<file path="config.mk">
export PLATFORM = sky130hd
export DESIGN_NAME = mux4_rr_arbiter
export DESIGN_NICKNAME = d
export VERILOG_FILES = /design/src/rtl/mux4_arb_pkg.sv /design/src/rtl/mux4_rr_arbiter_rr_pick.sv /design/src/rtl/mux4_rr_arbiter.sv
export SDC_FILE = /design/constraint.sdc
export NUM_CORES = 1
export LEC_CHECK = 0
export CAP_MARGIN = 0
export CORE_MARGIN = 1
export CORE_UTILIZATION = 35
export CTS_CLUSTER_SIZE = 10
export DETAILED_ROUTE_END_ITERATION = 10
export GPL_ROUTABILITY_DRIVEN = 0
export GPL_TIMING_DRIVEN = 1
export HOLD_SLACK_MARGIN = 0.02
export PLACE_DENSITY_LB_ADDON = 0.12
export REMOVE_ABC_BUFFERS = 1
export SLEW_MARGIN = 15
export SYNTH_ARGS = -nofsm -noshare
export SYNTH_HDL_FRONTEND = slang
export SYNTH_SLANG_ARGS = --single-unit
</file>
<file path="constraint.sdc">
create_clock -name clk -period 2.6 [get_ports clk]
set_input_delay 0.78 -clock clk [delete_from_list [all_inputs] [get_ports clk]]
set_output_delay 0.78 -clock clk [all_outputs]
set_load 0.005 [all_outputs]
</file>
<file path="src/rtl/mux4_arb_pkg.sv">
// Shared definitions for the 4-way round-robin arbiter that feeds a
// mux4_registered datapath.
//   NREQ        number of requesters
//   SEL_W       width of the mux select / requester index
//   arb_state_t arbiter FSM state encoding
//   onehot()    index -> one-hot grant vector
package mux4_arb_pkg;

  localparam int NREQ  = 4;
  localparam int SEL_W = 2;

  typedef enum logic {
    IDLE = 1'b0,
    OWN  = 1'b1
  } arb_state_t;

  function automatic logic [NREQ-1:0] onehot(input logic [SEL_W-1:0] idx);
    return NREQ'(1) << idx;
  endfunction

endpackage

</file>
<file path="src/rtl/mux4_rr_arbiter_rr_pick.sv">
// Combinational rotating-priority picker.
//   req   in   4  request vector
//   ptr   in   2  index that has highest priority this cycle
//   mask  in   4  requesters to ignore (set bit = excluded, e.g. current owner)
//   valid out  1  at least one eligible requester
//   idx   out  2  first eligible requester scanning ptr, ptr+1, ... (mod 4)
module rr_pick
  import mux4_arb_pkg::*;
(
  input  logic [NREQ-1:0]  req,
  input  logic [SEL_W-1:0] ptr,
  input  logic [NREQ-1:0]  mask,
  output logic             valid,
  output logic [SEL_W-1:0] idx
);

  logic [NREQ-1:0] eligible;
  // rotated[k] is the eligibility of requester (ptr + k) mod 4, so the
  // lowest set bit of rotated is the winner's offset from ptr.
  logic [NREQ-1:0] rotated;

  assign eligible = req & ~mask;

  genvar gi;
  generate
    for (gi = 0; gi < NREQ; gi++) begin : g_rot
      assign rotated[gi] = eligible[SEL_W'(ptr + SEL_W'(gi))];
    end
  endgenerate

  always_comb begin
    logic [SEL_W-1:0] offset;
    offset = '0;
    for (int k = NREQ - 1; k >= 0; k--) begin
      if (rotated[k]) begin
        offset = SEL_W'(k);
      end
    end
    valid = |rotated;
    idx   = SEL_W'(ptr + offset);
  end

endmodule

</file>
<file path="src/rtl/mux4_rr_arbiter.sv">
// Round-robin arbiter sharing one mux4_registered datapath among 4 requesters.
// Level requests become a registered one-hot grant; sel/wr_en drive the mux
// directly. An owner holding its request for HOLD_MAX cycles while someone else
// waits is preempted.
//   HOLD_MAX  max consecutive OWN cycles before forced rotation (>= 1)
//   clk      in   1  system clock
//   rst      in   1  synchronous active-low reset
//   req      in   4  level requests
//   gnt      out  4  one-hot grant, 0 when idle
//   sel      out  2  index of granted requester (holds last value when idle)
//   wr_en    out  1  |gnt
//   busy     out  1  high in OWN
//   preempt  out  1  one-cycle pulse when a grant is taken by the hold limit
module mux4_rr_arbiter
  import mux4_arb_pkg::*;
#(
  parameter int HOLD_MAX = 8
) (
  input  logic             clk,
  input  logic             rst,
  input  logic [NREQ-1:0]  req,
  output logic [NREQ-1:0]  gnt,
  output logic [SEL_W-1:0] sel,
  output logic             wr_en,
  output logic             busy,
  output logic             preempt
);

  localparam int CNT_W = $clog2(HOLD_MAX + 1);
  localparam logic [CNT_W-1:0] CNT_LAST = CNT_W'(HOLD_MAX - 1);

  arb_state_t       state_reg, state_next;
  logic [NREQ-1:0]  gnt_reg, gnt_next;
  logic [SEL_W-1:0] sel_reg, sel_next;
  logic [SEL_W-1:0] ptr_reg, ptr_next;
  logic [CNT_W-1:0] cnt_reg, cnt_next;
  logic             preempt_reg, preempt_next;

  logic [SEL_W-1:0] pick_ptr;
  logic [NREQ-1:0]  pick_mask;
  logic             pick_valid;
  logic [SEL_W-1:0] pick_idx;
  logic             owner_req;

  // While owning, search for the successor starting just after the owner and
  // excluding it; when idle, search from the stored pointer over everyone.
  assign pick_ptr  = (state_reg == OWN) ? SEL_W'(sel_reg + 1'b1) : ptr_reg;
  assign pick_mask = (state_reg == OWN) ? gnt_reg : '0;
  assign owner_req = |(req & gnt_reg);

  rr_pick u_pick (
    .req   (req),
    .ptr   (pick_ptr),
    .mask  (pick_mask),
    .valid (pick_valid),
    .idx   (pick_idx)
  );

  always_comb begin
    state_next   = state_reg;
    gnt_next     = gnt_reg;
    sel_next     = sel_reg;
    ptr_next     = ptr_reg;
    cnt_next     = cnt_reg;
    preempt_next = 1'b0;
    case (state_reg)
      IDLE: begin
        if (pick_valid) begin
          state_next = OWN;
          gnt_next   = onehot(pick_idx);
          sel_next   = pick_idx;
          cnt_next   = '0;
        end
      end
      OWN: begin
        if (owner_req) begin
          if (cnt_reg < CNT_LAST) begin
            cnt_next = cnt_reg + CNT_W'(1);
          end else if (pick_valid) begin
            gnt_next     = onehot(pick_idx);
            sel_next     = pick_idx;
            ptr_next     = SEL_W'(sel_reg + 1'b1);
            cnt_next     = '0;
            preempt_next = 1'b1;
          end
          // else: no contention, keep the grant with the counter saturated
        end else begin
          ptr_next = SEL_W'(sel_reg + 1'b1);
          cnt_next = '0;
          if (pick_valid) begin
            // hand over directly so the datapath sees no idle bubble
            gnt_next = onehot(pick_idx);
            sel_next = pick_idx;
          end else begin
            state_next = IDLE;
            gnt_next   = '0;
          end
        end
      end
      default: begin
        state_next = IDLE;
        gnt_next   = '0;
      end
    endcase
  end

  always_ff @(posedge clk) begin
    if (!rst) begin
      state_reg   <= IDLE;
      gnt_reg     <= '0;
      sel_reg     <= '0;
      ptr_reg     <= '0;
      cnt_reg     <= '0;
      preempt_reg <= 1'b0;
    end else begin
      state_reg   <= state_next;
      gnt_reg     <= gnt_next;
      sel_reg     <= sel_next;
      ptr_reg     <= ptr_next;
      cnt_reg     <= cnt_next;
      preempt_reg <= preempt_next;
    end
  end

  assign gnt     = gnt_reg;
  assign sel     = sel_reg;
  assign wr_en   = |gnt_reg;
  assign busy    = (state_reg == OWN);
  assign preempt = preempt_reg;

endmodule
</file>
==> results.yml, run 1 <==
pwr:
  p_total_w: 0.00127
  p_leak_nw: 0.587
  powerDensity_nw_per_um2: 961
  peakVddDrop_uv: 857
synthesis:
  synth_compound_area_share_pct: 36.0
  synth_warnings: 0
  yosys-top-cells-count: "dfxtp_1, nor2_1, a21oi_1, nand2_1, inv_1"
  synthSimpleGateAreaFrac_pct: 20.6
  synthCells: 110
  ys_seq_elements: 14
  yosysTopAreaCell: "dfxtp_1"
  syn_area_sq_um: 900
  synth_top_area_share_pct: 31.2
  synthMuxAreaShare_pct: 3.34
  synth-edff-count: 0
  yosysMostFrequentCell: "dfxtp_1"
  synth_top_family_by_area: "compound AO/OA/AOI/OAI gates"
  synth_cell_types: 40
  synthAdderAreaFrac_pct: 2.78
  synthFlopType: "dfxtp_1"
  synth-xor-area-share_pct: 0.974
  avgSynthCellArea_sq_um: 8.18
  synth-seq-area-share_pct: 31.2
  synthArstFlopShare_pct: 0
  synth_top_cells_by_area: "dfxtp_1, a21oi_1, nor2_1, nand2_1, mux2i_1"
clocking:
  clk_pin_slew_ns: 0.09
  htree_num_levels: 1
  cts-root-buf: "clkbuf_4"
  clockBufferDepth: 2
  cts_num_sinks: 14
  cts_buffers: 3
  worstSkewPairLatency_ns: 0.27
  hold_buffers: 0
  cts_tree: "done"
run_status:
  status: "finished clean"
die:
  pin_count: 15
  dieHeight_microns: 52.7
  rows: 18
  chipWidth_microns: 52.7
  initial_core_util_pct: 36.6
  core-area_sq_um: 2450
  dieArea_sq_um: 2780
worst_setup_path:
  path_max_fanout: 5
  worstPathArrival_ns: 2.70
  endpoint_kind: "flip-flop"
  cp_slowest_cell: "a211o_1"
  crit_path_max_incr_delay_ns: 0.30
  startpoint_type: "input port"
  crit_type: "in2reg"
  crit_chain: "dlygate4sd2_1, buf_6, nand2b_1, nand3_1, o31ai_1, a211oi_2, a31oi_1, ha_2, buf_4, o211a_1, a211o_1, o32ai_2"
  required_ns: 2.79
cells_and_area:
  area_delta_synth_final_pct: 47.1
  fill_cells: 244
  final_nets: 159
  drive_gt1_share_pct: 28.7
  diodes: 0
  design_area_sq_um: 1320
sta:
  finalClockSkew_ns: 0.00436
  hold_viol: 0
  period_minus_slack_ns: 2.51
  fmax_ghz: 0.398
  slew_violations: 0
  slew_headroom_pct: 68.6
  worstMarginPinSlew_ns: 0.469
  min_period_over_period_pct: 96.6
  setup_viol: 0
placed_design:
  io_buffers: 14
  dpl.hpwl_microns: 1750
  placed_area_sq_um: 1220
hold_path:
  hold_class: "reg2reg"
route:
  drc_errors: 0
  via_per_inst: 5.25
  final_antenna_net_count: 0
  routed_wl_microns: 2350
  drt_pass1_iterations: 4
  drt_iter0_drc: 6
  via_count: 945
  wire_per_inst_microns: 13.1
grt:
  grt_pass1_vias: 848
  grt_max_degree: 11
  antenna_found_initial: 0
  gr-total-overflow: 0
  grt_first_pass_wirelength_microns: 3660
  grtUsageTotal_pct: 17.9
flow_run:
  max_cap_viol_count: 0
==> final cells by class <==
type	instances	area, sq um	share of cell area (%)
flip-flops and latches	14	280	21.2
clock buffers	4	36.3	2.74
inverters	7	26.3	1.98
well taps	30	37.5	2.84
multi-input cells	86	609	46.0
repair buffers	39	334	25.2
==> critical path: cells and delay by family <==
family,cells,cell delay [ns]
buffers and inverters,3,0.49
AO/OA/AOI/OAI,6,1.07
adder cells (fa/ha/maj),1,0.20
AND/OR/NAND/NOR,2,0.16
==> per-stage QoR <==
stage          setup TNS [ns]  hold slack, ns  instances  setup WS (ns)  util (%)
6_report                    0           0.463        180         0.0882      53.9
5_1_grt               -0.0582           0.496        180        -0.0401      53.9
4_1_cts                     0           0.475        177         0.0122      51.9
3_5_place_dp            -2.31           0.463        173         -0.453      49.8
3_3_place_gp            -1.95           0.442        173         -0.402      49.8
2_1_floorplan               0           0.427        107          0.157         -
==> layer usage <==
metal  part of all wire (%)  global-route usage (%)
met1                     48                    23.4
met5                      0                       0
met3                    1.9                    2.61
met4                   0.64                    3.95
met2                     50                    30.6
==> cell usage in the layout, fill, tap and decap left out, types with 2 or more instances in the layout <==
cell              n
nor2_1           12
a21oi_1           9
clkdlybuf4s50_1  10
a211oi_1          2
dlygate4sd2_1     2
and2_1            2
clkbuf_4          3
o21ai_1           2
a21boi_4          2
o21ai_0           4
buf_4            24
mux2i_1           3
nand4_1           3
nor4_1            2
o22ai_1           2
dfxtp_1          14
inv_1             7
nand3_1           2
dlymetal6s2s_1    2
nand2_1           9
a21bo_2           2
nand2b_1          4
==> worst paths after layout <==
path,to,startpoint,slack (ns),cells after the start
worst max register to register,gnt[2],sel[1],0.26,10
worst min register to register,cnt_reg[3],cnt_reg[3],0.46,2
worst max-delay path,gnt[2],req[1],0.09,12
worst min-delay path,cnt_reg[3],cnt_reg[3],0.46,2
==> repair_timing <==
item                       in CTS  in global routing
gates cloned                    0                  0
gates resized for setup         8                  7
setup endpoints to repair       5                  5
buffers inserted                0                  3
pin swaps                       4                  6
==> power by group <==
part	internal [W]	switching [W]	leakage [nW]
sequential	0.000276	0.0000861	0.115
combinational	0.000420	0.000337	0.451
clock	0.0000851	0.0000685	0.0210
total	0.000780	0.000492	0.587
==> cell families (layout without fill, tap and decap cells) <==
kind of cell	count (synthesis)	in the layout
AOI/OAI and AO/OA	42	42
xor gates and xnor gates	1	1
adders and majority gates	2	2
buffers and inverters	10	50
DFF	14	14
muxes	3	3
and+or+nand+nor	38	38
Note: power is estimated with default switching activity, not from simulation.
==> inputs of run 2 (changes only) <==
- GPL_TIMING_DRIVEN: 1 -> 0
==> results.yml, run 2 (synthesized netlist as in run 1, its figures left out) <==
worst_setup_path:
  crit_type: "in2reg"
  rr_startpoint: "busy"
  endpoint_kind: "flip-flop"
  r2r_slack_ns: 0.23
  crit_chain: "buf_2, a21bo_4, o21ai_1, a21oi_1, a211oi_1, a31oi_1, ha_2, o211a_1, a211o_1, a41o_1"
  path_delay_family: "compound AO/OA/AOI/OAI gates"
  cp_slowest_cell: "a211o_1"
  cp_num_buf_inv: 1
  startpoint_type: "input port"
  r2r-end: "gnt[1]"
  r2r_cells: 10
  worstPathArrival_ns: 2.65
  crit_path_max_incr_delay_ns: 0.35
  required_ns: 2.78
  path_max_fanout: 5
hold_path:
  hold_class: "reg2reg"
  min_from: "cnt_reg[3]"
  hold_end: "cnt_reg[3]"
  hold_path_depth: 2
cells_and_area:
  drive_gt1_share_pct: 18.0
  fill_cells: 260
  area_delta_synth_final_pct: 26.6
  utilization_pct: 46.4
  design_area_sq_um: 1140
  diodes: 0
  layout.cells.non_filler: 158
  final_nets: 137
  mostFrequentLayoutCells: "nor2_1, dfxtp_1, clkdlybuf4s50_1, nand2_1, a21oi_1"
sta:
  slew_headroom_pct: 67.3
  fmax_ghz: 0.405
  finalClockSkew_ns: 0.00121
  worstMarginPinSlew_ns: 0.488
  min_period_over_period_pct: 94.9
  slew_violations: 0
  setup_viol: 0
  hold_viol: 0
  period_minus_slack_ns: 2.47
  tns_ns: 0
  rsz0062_at_grt: "no"
clocking:
  cts_tree: "done"
  worstSkewPairLatency_ns: 0.28
  clk_pin_slew_ns: 0.09
  clockBufferDepth: 2
  cts-root-buf: "clkbuf_4"
  cts_num_sinks: 14
  cts_buffers: 3
  htree_num_levels: 1
placed_design:
  placed_area_sq_um: 1060
  dpl.hpwl_microns: 1510
  io_buffers: 14
  placedCellCount: 151
die:
  pin_count: 15
  rows: 18
  dieHeight_microns: 52.7
  dieArea_sq_um: 2780
  core-area_sq_um: 2450
  chipWidth_microns: 52.7
  initial_core_util_pct: 36.6
route:
  drc_errors: 0
  wire_per_inst_microns: 13.0
  routed_wl_microns: 2050
  drt_iter0_drc: 17
  drt_pass1_iterations: 4
  final_antenna_net_count: 0
  via_count: 852
  via_per_inst: 5.39
pwr:
  powerDensity_nw_per_um2: 1010
  peakVddDrop_uv: 566
  p_leak_nw: 0.460
  p_total_w: 0.00115
run_status:
  status: "finished clean"
flow_run:
  max_cap_viol_count: 0
grt:
  grt_pass1_vias: 784
  antenna_found_initial: 0
  grtUsageTotal_pct: 16.9
  gr-total-overflow: 0
  grt_first_pass_wirelength_microns: 3420
  grt_max_degree: 20
## run 2: changes by cell type in the layout (fill, tap and decap cells not counted), sizes merged
cell | before | now
dlygate4sd2 | 2 | 0
clkbuf | 4 | 6
clkdlybuf4s15 | 0 | 1
buf | 25 | 4
dlymetal6s2s | 2 | 0
## run 2: worst max path at each step
stage / from / end / slack (ns) / cells past startpoint
after floorplan: req[1] / gnt[1] / 0.16 / 9
after global placement: req[1] / gnt[2] / -0.59 / 10
after detailed placement: req[1] / gnt[1] / -0.71 / 10
after CTS: req[1] / gnt[1] / 0.02 / 10
after global routing: req[3] / gnt[1] / 0.02 / 9
final: req[1] / gnt[1] / 0.13 / 10
## run 2: final cells by class
class / instances / area [sq um] / share of cell area, %
flip-flops and latches: 14 / 285 / 25.1
clock buffers: 4 / 36.3 / 3.19
multi-input cells: 86 / 606 / 53.2
well taps: 30 / 37.5 / 3.30
inverters: 7 / 26.3 / 2.31
repair buffers: 17 / 148 / 13.0
## run 2: per-layer routing
| layer | vias up | wire, microns | share of wire (%) | GRT usage [%] |
|---|---|---|---|---|
| met3 | 2 | 48 | 2.3 | 2.61 |
| met5 | - | 0 | 0 | 0 |
| li1 | 438 | - | - | - |
| met4 | 0 | 14 | 0.68 | 6.58 |
| met2 | 15 | 970 | 47 | 27.0 |
| met1 | 397 | 1020 | 50 | 22.4 |
## run 2: power breakdown
group | switching [W] | internal (W)
clock | 0.0000746 | 0.0000851
sequential | 0.0000970 | 0.000277
combinational | 0.000294 | 0.000318
total | 0.000465 | 0.000680
## run 2: metrics by stage
stage               setup slack, ns  hold WS, ns
CTS                          0.0165        0.464
floorplan                     0.157        0.427
detailed placement           -0.706        0.453
global route                 0.0151        0.485
global placement             -0.591        0.442
finish                        0.134        0.462
## run 2: worst min-delay path, stage by stage, from the launching register on
cell and delay [ns]:
dfxtp_1 0.32, nand2_1 0.05, a21oi_1 0.05
## run 2: what timing repair did
item | 4_1_cts | 5_1_grt
setup buffers | 3 | 0
hold buffers | 0 | 0
resized for setup | 11 | 11
pin swaps | 4 | 4
endpoints found under the setup margin | 6 | 5
gates cloned | 0 | 0
==> inputs of run 3 (changes only) <==
- CORE_MARGIN: 1 -> unset
- CTS_CLUSTER_SIZE: 10 -> 28
- MAX_ROUTING_LAYER: unset -> met4
==> results.yml, run 3 (synthesized netlist as in run 1, its figures left out) <==
die:
  core-area_sq_um: 2450
  dieHeight_microns: 52.7
  dieArea_sq_um: 2780
  chipWidth_microns: 52.7
  pin_count: 15
  rows: 18
  initial_core_util_pct: 36.6
grt:
  grt_first_pass_wirelength_microns: 3410
  grt_pass1_vias: 782
  antenna_found_initial: 0
  grtUsageTotal_pct: 17.3
  gr-total-overflow: 0
  grt_max_degree: 20
hold_path:
  hold_class: "reg2reg"
  min_from: "cnt_reg[3]"
  hold_path_depth: 2
  hold_end: "cnt_reg[3]"
route:
  drc_errors: 0
  wire_per_inst_microns: 12.9
  final_antenna_net_count: 0
  via_per_inst: 5.38
  via_count: 850
  drt_pass1_iterations: 4
  routed_wl_microns: 2040
  drt_iter0_drc: 13
sta:
  setup_viol: 0
  slew_violations: 0
  worstMarginPinSlew_ns: 0.481
  period_minus_slack_ns: 2.47
  hold_viol: 0
  min_period_over_period_pct: 94.9
  slew_headroom_pct: 67.8
  finalClockSkew_ns: 0.000734
  rsz0062_at_grt: "no"
  fmax_ghz: 0.405
pwr:
  p_leak_nw: 0.460
  p_sw_share_pct: 40.6
  p_seq_share_pct: 32.7
  powerDensity_nw_per_um2: 1010
  combPwrFrac_pct: 53.4
  peakVddDrop_uv: 566
  pwr-share-clk_pct: 13.9
  internal_power_w: 0.000680
  power.switching_w: 0.000465
clocking:
  clockBufferDepth: 2
  cts-root-buf: "clkbuf_4"
  cts_buffers: 3
  worstSkewPairLatency_ns: 0.28
  cts_num_sinks: 14
  cts_tree: "done"
  htree_num_levels: 1
  clk_pin_slew_ns: 0.09
worst_setup_path:
  path_delay_family: "compound AO/OA/AOI/OAI gates"
  crit_path_max_incr_delay_ns: 0.35
  crit_type: "in2reg"
  path_max_fanout: 5
  startpoint_type: "input port"
  rr_startpoint: "sel[1]"
  r2r-end: "gnt[1]"
  endpoint_kind: "flip-flop"
  r2r_slack_ns: 0.23
  crit_chain: "buf_2, a21bo_4, o21ai_1, a21oi_1, a211oi_1, a31oi_1, ha_2, o211a_1, a211o_1, a41o_1"
  cp_slowest_cell: "a211o_1"
  cp_num_buf_inv: 1
  r2r_cells: 10
  required_ns: 2.78
  worstPathArrival_ns: 2.65
placed_design:
  io_buffers: 14
  placed_area_sq_um: 1060
  dpl.hpwl_microns: 1510
  placedCellCount: 151
cells_and_area:
  area_delta_synth_final_pct: 26.6
  diodes: 0
  design_area_sq_um: 1140
  final_nets: 137
  drive_gt1_share_pct: 18.0
  mostFrequentLayoutCells: "nor2_1, dfxtp_1, clkdlybuf4s50_1, nand2_1, a21oi_1"
  layout.cells.non_filler: 158
run_status:
  status: "finished clean"
flow_run:
  max_cap_viol_count: 0
[run 3: cell counts in the layout (fill, tap and decap cells not counted)]
No cell type changed its count.
[run 3: worst max-delay path by stage]
stage                 from     end  cells past startpoint
finish              req[1]  gnt[1]                     10
global route        req[3]  gnt[1]                      9
CTS                 req[1]  gnt[1]                     10
detailed placement  req[1]  gnt[1]                     10
global placement    req[1]  gnt[2]                     10
floorplan           req[1]  gnt[1]                      9
[run 3: per-stage QoR]
step           power (W)  hold WS, ns  setup TNS [ns]  setup slack [ns]  utilization, %
6_report         0.00114        0.463               0             0.132            46.4
5_1_grt          0.00125        0.485               0            0.0151            46.4
4_1_cts          0.00114        0.464               0            0.0165            46.3
3_5_place_dp    0.000950        0.453           -3.57            -0.706            43.1
3_3_place_gp    0.000951        0.442           -2.95            -0.591            43.1
2_1_floorplan   0.000723        0.427               0             0.157               -
[run 3: area by class of cell]
type / count / area, sq um
Timing Repair Buffer: 17 / 148
Multi-Input combinational cell: 86 / 606
Tap cell: 30 / 37.5
Clock buffer: 4 / 36.3
Inverter: 7 / 26.3
Sequential cell: 14 / 285
Fill cell: 260 / 1320
[run 3: power by group through the flow]
stage / clock network (W) / registers, W / logic (W)
2_1_floorplan: 0 / 0.000351 / 0.000371
4_1_cts: 0.000162 / 0.000370 / 0.000606
6_report: 0.000159 / 0.000374 / 0.000611
5_1_grt: 0.000178 / 0.000387 / 0.000681
3_3_place_gp: 0 / 0.000367 / 0.000584
3_5_place_dp: 0 / 0.000366 / 0.000584
[run 3: per-layer routing]
layer	vias up	share of wire [%]	GRT usage [%]
met5	-	0	-
met4	0	0.64	6.58
met3	2	1.8	2.61
met2	9	48	27.0
met1	401	50	22.4
li1	438	-	-
[run 3: timing repair]
action                                  4_1_cts  5_1_grt
endpoints found under the setup margin        6        5
gates resized for setup                      11       11
buffers inserted                              3        0
gates cloned                                  0        0
pin swaps                                     4        4
hold buffers                                  0        0
[run 3: worst register-to-register path, cell delays in order, from the launching register on]
cell and delay, ns:
dfxtp_1 0.36, xnor2_1 0.29, a21oi_2 0.14, o21ai_1 0.14
a21oi_1 0.08, a211oi_1 0.24, a31oi_1 0.09, ha_2 0.20
o211a_1 0.11, a211o_1 0.35, a41o_1 0.26
